## config.mk

```make
export PLATFORM = sky130hd
export DESIGN_NAME = histogram_ctrl
export DESIGN_NICKNAME = d
export VERILOG_FILES = /design/src/rtl/histogram_ctrl.sv
export SDC_FILE = /design/constraint.sdc
export NUM_CORES = 1
export LEC_CHECK = 0
export BUFFER_PORTS_ARGS = -buffer_cell sky130_fd_sc_hd__buf_2
export CAP_MARGIN = 40
export CORE_MARGIN = 1
export CORE_UTILIZATION = 65
export DETAILED_ROUTE_END_ITERATION = 8
export GPL_TIMING_DRIVEN = 0
export PLACE_DENSITY = 0.81
export SKIP_LAST_GASP = 1
export SLEW_MARGIN = 20
export SYNTH_ARGS = -nofsm -noshare
export SYNTH_HDL_FRONTEND = slang
export SYNTH_SLANG_ARGS = --single-unit
```

## constraint.sdc

```tcl
create_clock -name clk_i -period 10.7 [get_ports clk_i]
set_input_delay 1.07 -clock clk_i [delete_from_list [all_inputs] [get_ports clk_i]]
set_output_delay 1.07 -clock clk_i [all_outputs]
set_load 0.02 [all_outputs]
```

## src/rtl/histogram_ctrl.sv

```systemverilog
// Frame histogram sequencer: clears bins, counts a pixel stream, then dumps bins.
// Ports: clk_i/rstn_i, start_i, pixel in (valid_i/ready_o/last_i/data_i), bins out (valid_o/ready_i/last_o/bin_o/count_o), busy_o, overflow_o.
module histogram_ctrl #(
  parameter int C_DATA_WIDTH  = 8,
  parameter int C_QUANTITY    = 16,
  parameter int C_COUNT_WIDTH = 16
) (
  input  logic                          clk_i,
  input  logic                          rstn_i,
  input  logic                          start_i,
  input  logic                          valid_i,
  output logic                          ready_o,
  input  logic                          last_i,
  input  logic [C_DATA_WIDTH-1:0]       data_i,
  output logic                          valid_o,
  input  logic                          ready_i,
  output logic                          last_o,
  output logic [$clog2(C_QUANTITY)-1:0] bin_o,
  output logic [C_COUNT_WIDTH-1:0]      count_o,
  output logic                          busy_o,
  output logic                          overflow_o
);

  localparam int IW = $clog2(C_QUANTITY);

  typedef enum logic [1:0] {
    IDLE, CLEAR, ACCUM, DUMP
  } state_t;

  state_t                   state_q;
  state_t                   state_d;
  logic [IW-1:0]            idx_q;
  logic [C_COUNT_WIDTH-1:0] bins_q [C_QUANTITY];
  logic                     ovf_q;

  logic          accept;
  logic          idx_last;
  logic          hit_max;
  logic          in_dump;
  logic [IW-1:0] sel;

  assign accept   = (state_q == ACCUM) & valid_i;
  assign idx_last = idx_q == IW'(C_QUANTITY - 1);
  assign in_dump  = state_q == DUMP;

  // Out-of-range pixels land in the top bin rather than wrapping.
  assign sel = (32'(data_i) < C_QUANTITY) ?
               data_i[IW-1:0] : IW'(C_QUANTITY - 1);

  assign hit_max = bins_q[sel] == '1;

  always_ff @(posedge clk_i) begin
    if (!rstn_i) state_q <= IDLE;
    else         state_q <= state_d;
  end

  always_comb begin
    state_d = state_q;
    unique case (state_q)
      IDLE:    if (start_i)           state_d = CLEAR;
      CLEAR:   if (idx_last)          state_d = ACCUM;
      ACCUM:   if (accept && last_i)  state_d = DUMP;
      DUMP:    if (ready_i && idx_last) state_d = IDLE;
      default:                        state_d = IDLE;
    endcase
  end

  // One index serves both CLEAR and DUMP; it wraps to 0
  // at the end of each pass since C_QUANTITY is a power of two.
  always_ff @(posedge clk_i) begin
    if (!rstn_i) begin
      idx_q <= '0;
    end else begin
      unique case (state_q)
        CLEAR:   idx_q <= idx_q + 1'b1;
        DUMP:    if (ready_i) idx_q <= idx_q + 1'b1;
        default: idx_q <= '0;
      endcase
    end
  end

  always_ff @(posedge clk_i) begin
    if (!rstn_i) begin
      ovf_q <= 1'b0;
    end else if (state_q == IDLE && start_i) begin
      ovf_q <= 1'b0;
    end else if (accept && hit_max) begin
      ovf_q <= 1'b1;
    end
  end

  // No reset: CLEAR always runs before the array is read.
  always_ff @(posedge clk_i) begin
    if (state_q == CLEAR) begin
      bins_q[idx_q] <= '0;
    end else if (accept && !hit_max) begin
      bins_q[sel] <= bins_q[sel] + 1'b1;
    end
  end

  always_comb begin
    ready_o    = state_q == ACCUM;
    valid_o    = in_dump;
    busy_o     = state_q != IDLE;
    last_o     = in_dump & idx_last;
    bin_o      = in_dump ? idx_q : '0;
    count_o    = in_dump ? bins_q[idx_q] : '0;
    overflow_o = ovf_q;
  end

endmodule

```

==> metrics.md <==
| Metric | Value |
|---|---|
| Post-route ant nets | `0` |
| IO Pins | `39` |
| Full die area | `0.0212 sq mm` |
| First-pass GRT wire length | `60.4 mm` |
| Leakage power | `4.96 nW` |
| Synth Area in Simple Gates | `6.81%` |
| N_diodes | `0` |
| Final WL | `41.6 mm` |
| Reg2reg start | `bins_q[11][13]` |
| Root Driver | `clkbuf_16` |
| Worst-Margin Slew | `0.947 ns` |
| Endpoints failing hold | `0` |
| Port bufs | `37` |
| Initial antenna violation count | `0` |
| Die X | `145 um` |
| Post-synthesis register bit count | `267` |
| Per-cell routed wire length | `33.9 um` |
| Met1 wire length | `14.6 mm` |
| HPWL after DPL | `28.3 mm` |
| Syn. warnings | `0` |
| Net Count, Synth | `844` |
| Post-Layout Cell Count | `1227` |
| Top FF cell, synth | `edfxtp_1` |
| Critical path startpoint category | `input port` |
| DP Worst Slack | `4.48 ns` |
| Drt via density | `7.61` |
| Worst EP arrival | `6.03 ns` |
| Post-Synth Adder-Cell Area | `0.654%` |
| Met2 WL | `19.1 mm` |
| Worst Hold Class | `flop to flop` |
| Setup TNS | `0 ns` |
| Largest net degree at the start of global routing | `17` |
| Total clock buffers created by CTS | `28` |
| Crit path launch | `data_i[1]` |
| Tot GR Track Use | `40.0%` |
| Chip height | `145 um` |
| Outcome | `completed` |
| Most frequent cells in the layout | `256 x edfxtp_1, 105 x mux4_2, 58 x buf_2` |
| RSZ-0062 raised after global routing | `no` |
| Setup repair bufs after CTS | `0` |
| # placed instances | `1157` |
| Clk_lat worst skew | `0.55 ns` |
| DRC Markers | `0` |
| Max_cap viols | `0` |
| Mapped Cells | `823` |
| Post-synthesis sequential area ratio | `59.1%` |
| Max clock buf depth | `3` |
| Post-synthesis mux area share | `21.0%` |
| Largest family of logic cells by synthesized area | `multiplexers` |
| CTS tree | `done` |
| Max-slew violations | `0` |
| Highest routed layer | `met4` |
| CP Class | `input port to flop` |
| Synth Area in Compound Gates | `8.78%` |
| Hold Crit Start | `overflow_o` |
| Share of cells above drive strength 1 | `34.8%` |
| Synth Area in XOR/XNOR | `0.851%` |
| Max VDD drop | `166 uV` |
| Worst-path maximum fanout | `10` |
| Synth-to-Final Area Change | `16.2%` |
| Setup ws final | `4.92 ns` |
| Final Cycle Share | `54.0%` |
| Ys async rst share | `0%` |
| Most common cell after layout, fill and taps aside | `edfxtp_1` |
| Clock-pin slew of the registers on the worst-case setup and hold paths | `0.06 ns` |
| Setup violators final | `0` |
| Core area | `0.0202 sq mm` |
| Vias in the first global route | `9371` |
| Fin Hold WS | `0.506 ns` |
| Clock skew | `0.0151 ns` |
| Fmax achieved | `0.173 GHz` |
| Slew headroom | `36.9%` |
| Post_cts resized | `0` |
| Critical Path End Type | `flop` |
| Vias | `9333` |
| Initial Util | `66.1%` |
| Tmin final | `5.78 ns` |
| Met3 wire len | `5.63 mm` |
| Clock Sinks | `267` |
| # nets final | `956` |
| Pwr/cell area | `178 mW/mm^2` |
| Number of synthesized flops with an enable pin | `256` |
| Critical Path RT | `10.95 ns` |
| Hold-fix buffers, CTS | `0` |
| H-tree depth | `1` |
| Drt first pass iters | `6` |
| Netlist cell types | `70` |
| Detailed Route Iter0 Violations | `1242` |
| Cell Rows | `52` |
| Grt total ovfl | `0` |
| Final Wtd Congestion | `0.965` |
| Syn Area/Cell | `16.3 sq um` |
| Synth Cell Area | `0.0134 sq mm` |
-- worst paths after layout --
kind                    endpoint  slack (ns)  cells past startpoint
setup / recovery  bins_q[15][11]        4.92                     16
hold / removal        overflow_o        0.51                      1
setup reg to reg  bins_q[15][11]        6.43                      9
hold reg to reg       overflow_o        0.51                      1
-- logic make-up after synthesis --
family	Yosys count
fa+ha+maj	7
buf+inv	76
simple gates	161
mux	146
compound gates	153
flops	267
xor+xnor	13
-- report_power, final --
group          switching [mW]  internal (mW)  leakage, nW
combinational           0.307          0.231         2.17
sequential             0.0215           1.21         2.34
clock                   0.420          0.579        0.454
-- worst max-delay path: stages --
cell	delay, ns
buf_2	0.30
buf_4	0.32
buf_4	0.29
buf_4	0.28
buf_2	0.29
mux2i_1	0.21
nor2_1	0.05
o311ai_0	0.48
nand2_1	0.15
ha_1	0.35
nor3b_4	0.26
nand2_2	0.11
buf_2	0.25
o2111ai_1	0.41
a22oi_2	0.92
buf_8	0.25
-- metal layers --
layer / track usage (%) / vias to the layer above
met5: 0 / -
met4: 20.3 / 0
met3: 9.66 / 168
met2: 61.4 / 819
met1: 54.4 / 4672
li1: - / 3674
-- through the flow --
| step | area, sq um | power [mW] | utilization (%) |
|---|---|---|---|
| 5_1_grt | 15500 | 2.83 | 76.8 |
| 2_1_floorplan | 13400 | 1.58 | - |
| 6_report | 15500 | 2.77 | 76.8 |
| 3_5_place_dp | 14500 | 1.77 | 71.5 |
| 4_1_cts | 15400 | 2.74 | 76.2 |
| 3_3_place_gp | 13900 | 1.72 | 68.7 |
-- Yosys cell counts (5+ instances only) --
library cell | count | area share [%]
buf_6 | 6 | 0.50
a2bb2oi_1 | 12 | 0.79
o21ai_0 | 14 | 0.52
edfxtp_1 | 256 | 57
mux2i_1 | 16 | 1.2
buf_1 | 9 | 0.25
o221ai_1 | 13 | 0.85
buf_4 | 9 | 0.50
o211ai_1 | 6 | 0.34
a22o_1 | 7 | 0.46
nor3_1 | 22 | 0.82
and2_1 | 24 | 1.1
and3_1 | 5 | 0.23
a2111oi_0 | 5 | 0.33
a21boi_0 | 6 | 0.34
xnor2_1 | 10 | 0.65
a221oi_1 | 6 | 0.39
o221a_2 | 8 | 0.67
a22oi_1 | 11 | 0.62
buf_2 | 14 | 0.52
nor2_1 | 33 | 0.93
mux4_2 | 105 | 18
a21oi_1 | 25 | 0.93
inv_1 | 14 | 0.39
nand2_1 | 22 | 0.62
nand2b_1 | 7 | 0.33
nand3_1 | 12 | 0.45
ha_1 | 7 | 0.65
clkbuf_1 | 24 | 0.67
dfxtp_1 | 11 | 1.6
mux2_2 | 25 | 2.1
-- layout make-up --
class | count | area (sq um)
timing repair buffer | 82 | 702
clock buffer | 30 | 708
tap | 270 | 338
buffer | 62 | 335
clock inverter | 22 | 238
multi-input combinational | 480 | 5270
sequential | 267 | 7910
inverter | 14 | 52.6
fill | 1131 | 4690
-- registers in the layout, indices dropped and copies added, names as in the netlist, named ones only --
register and count:
state_q 2, bins_q 256, idx_q 4, overflow_o 1
No activity file was read; power rests on OpenSTA's default activity.
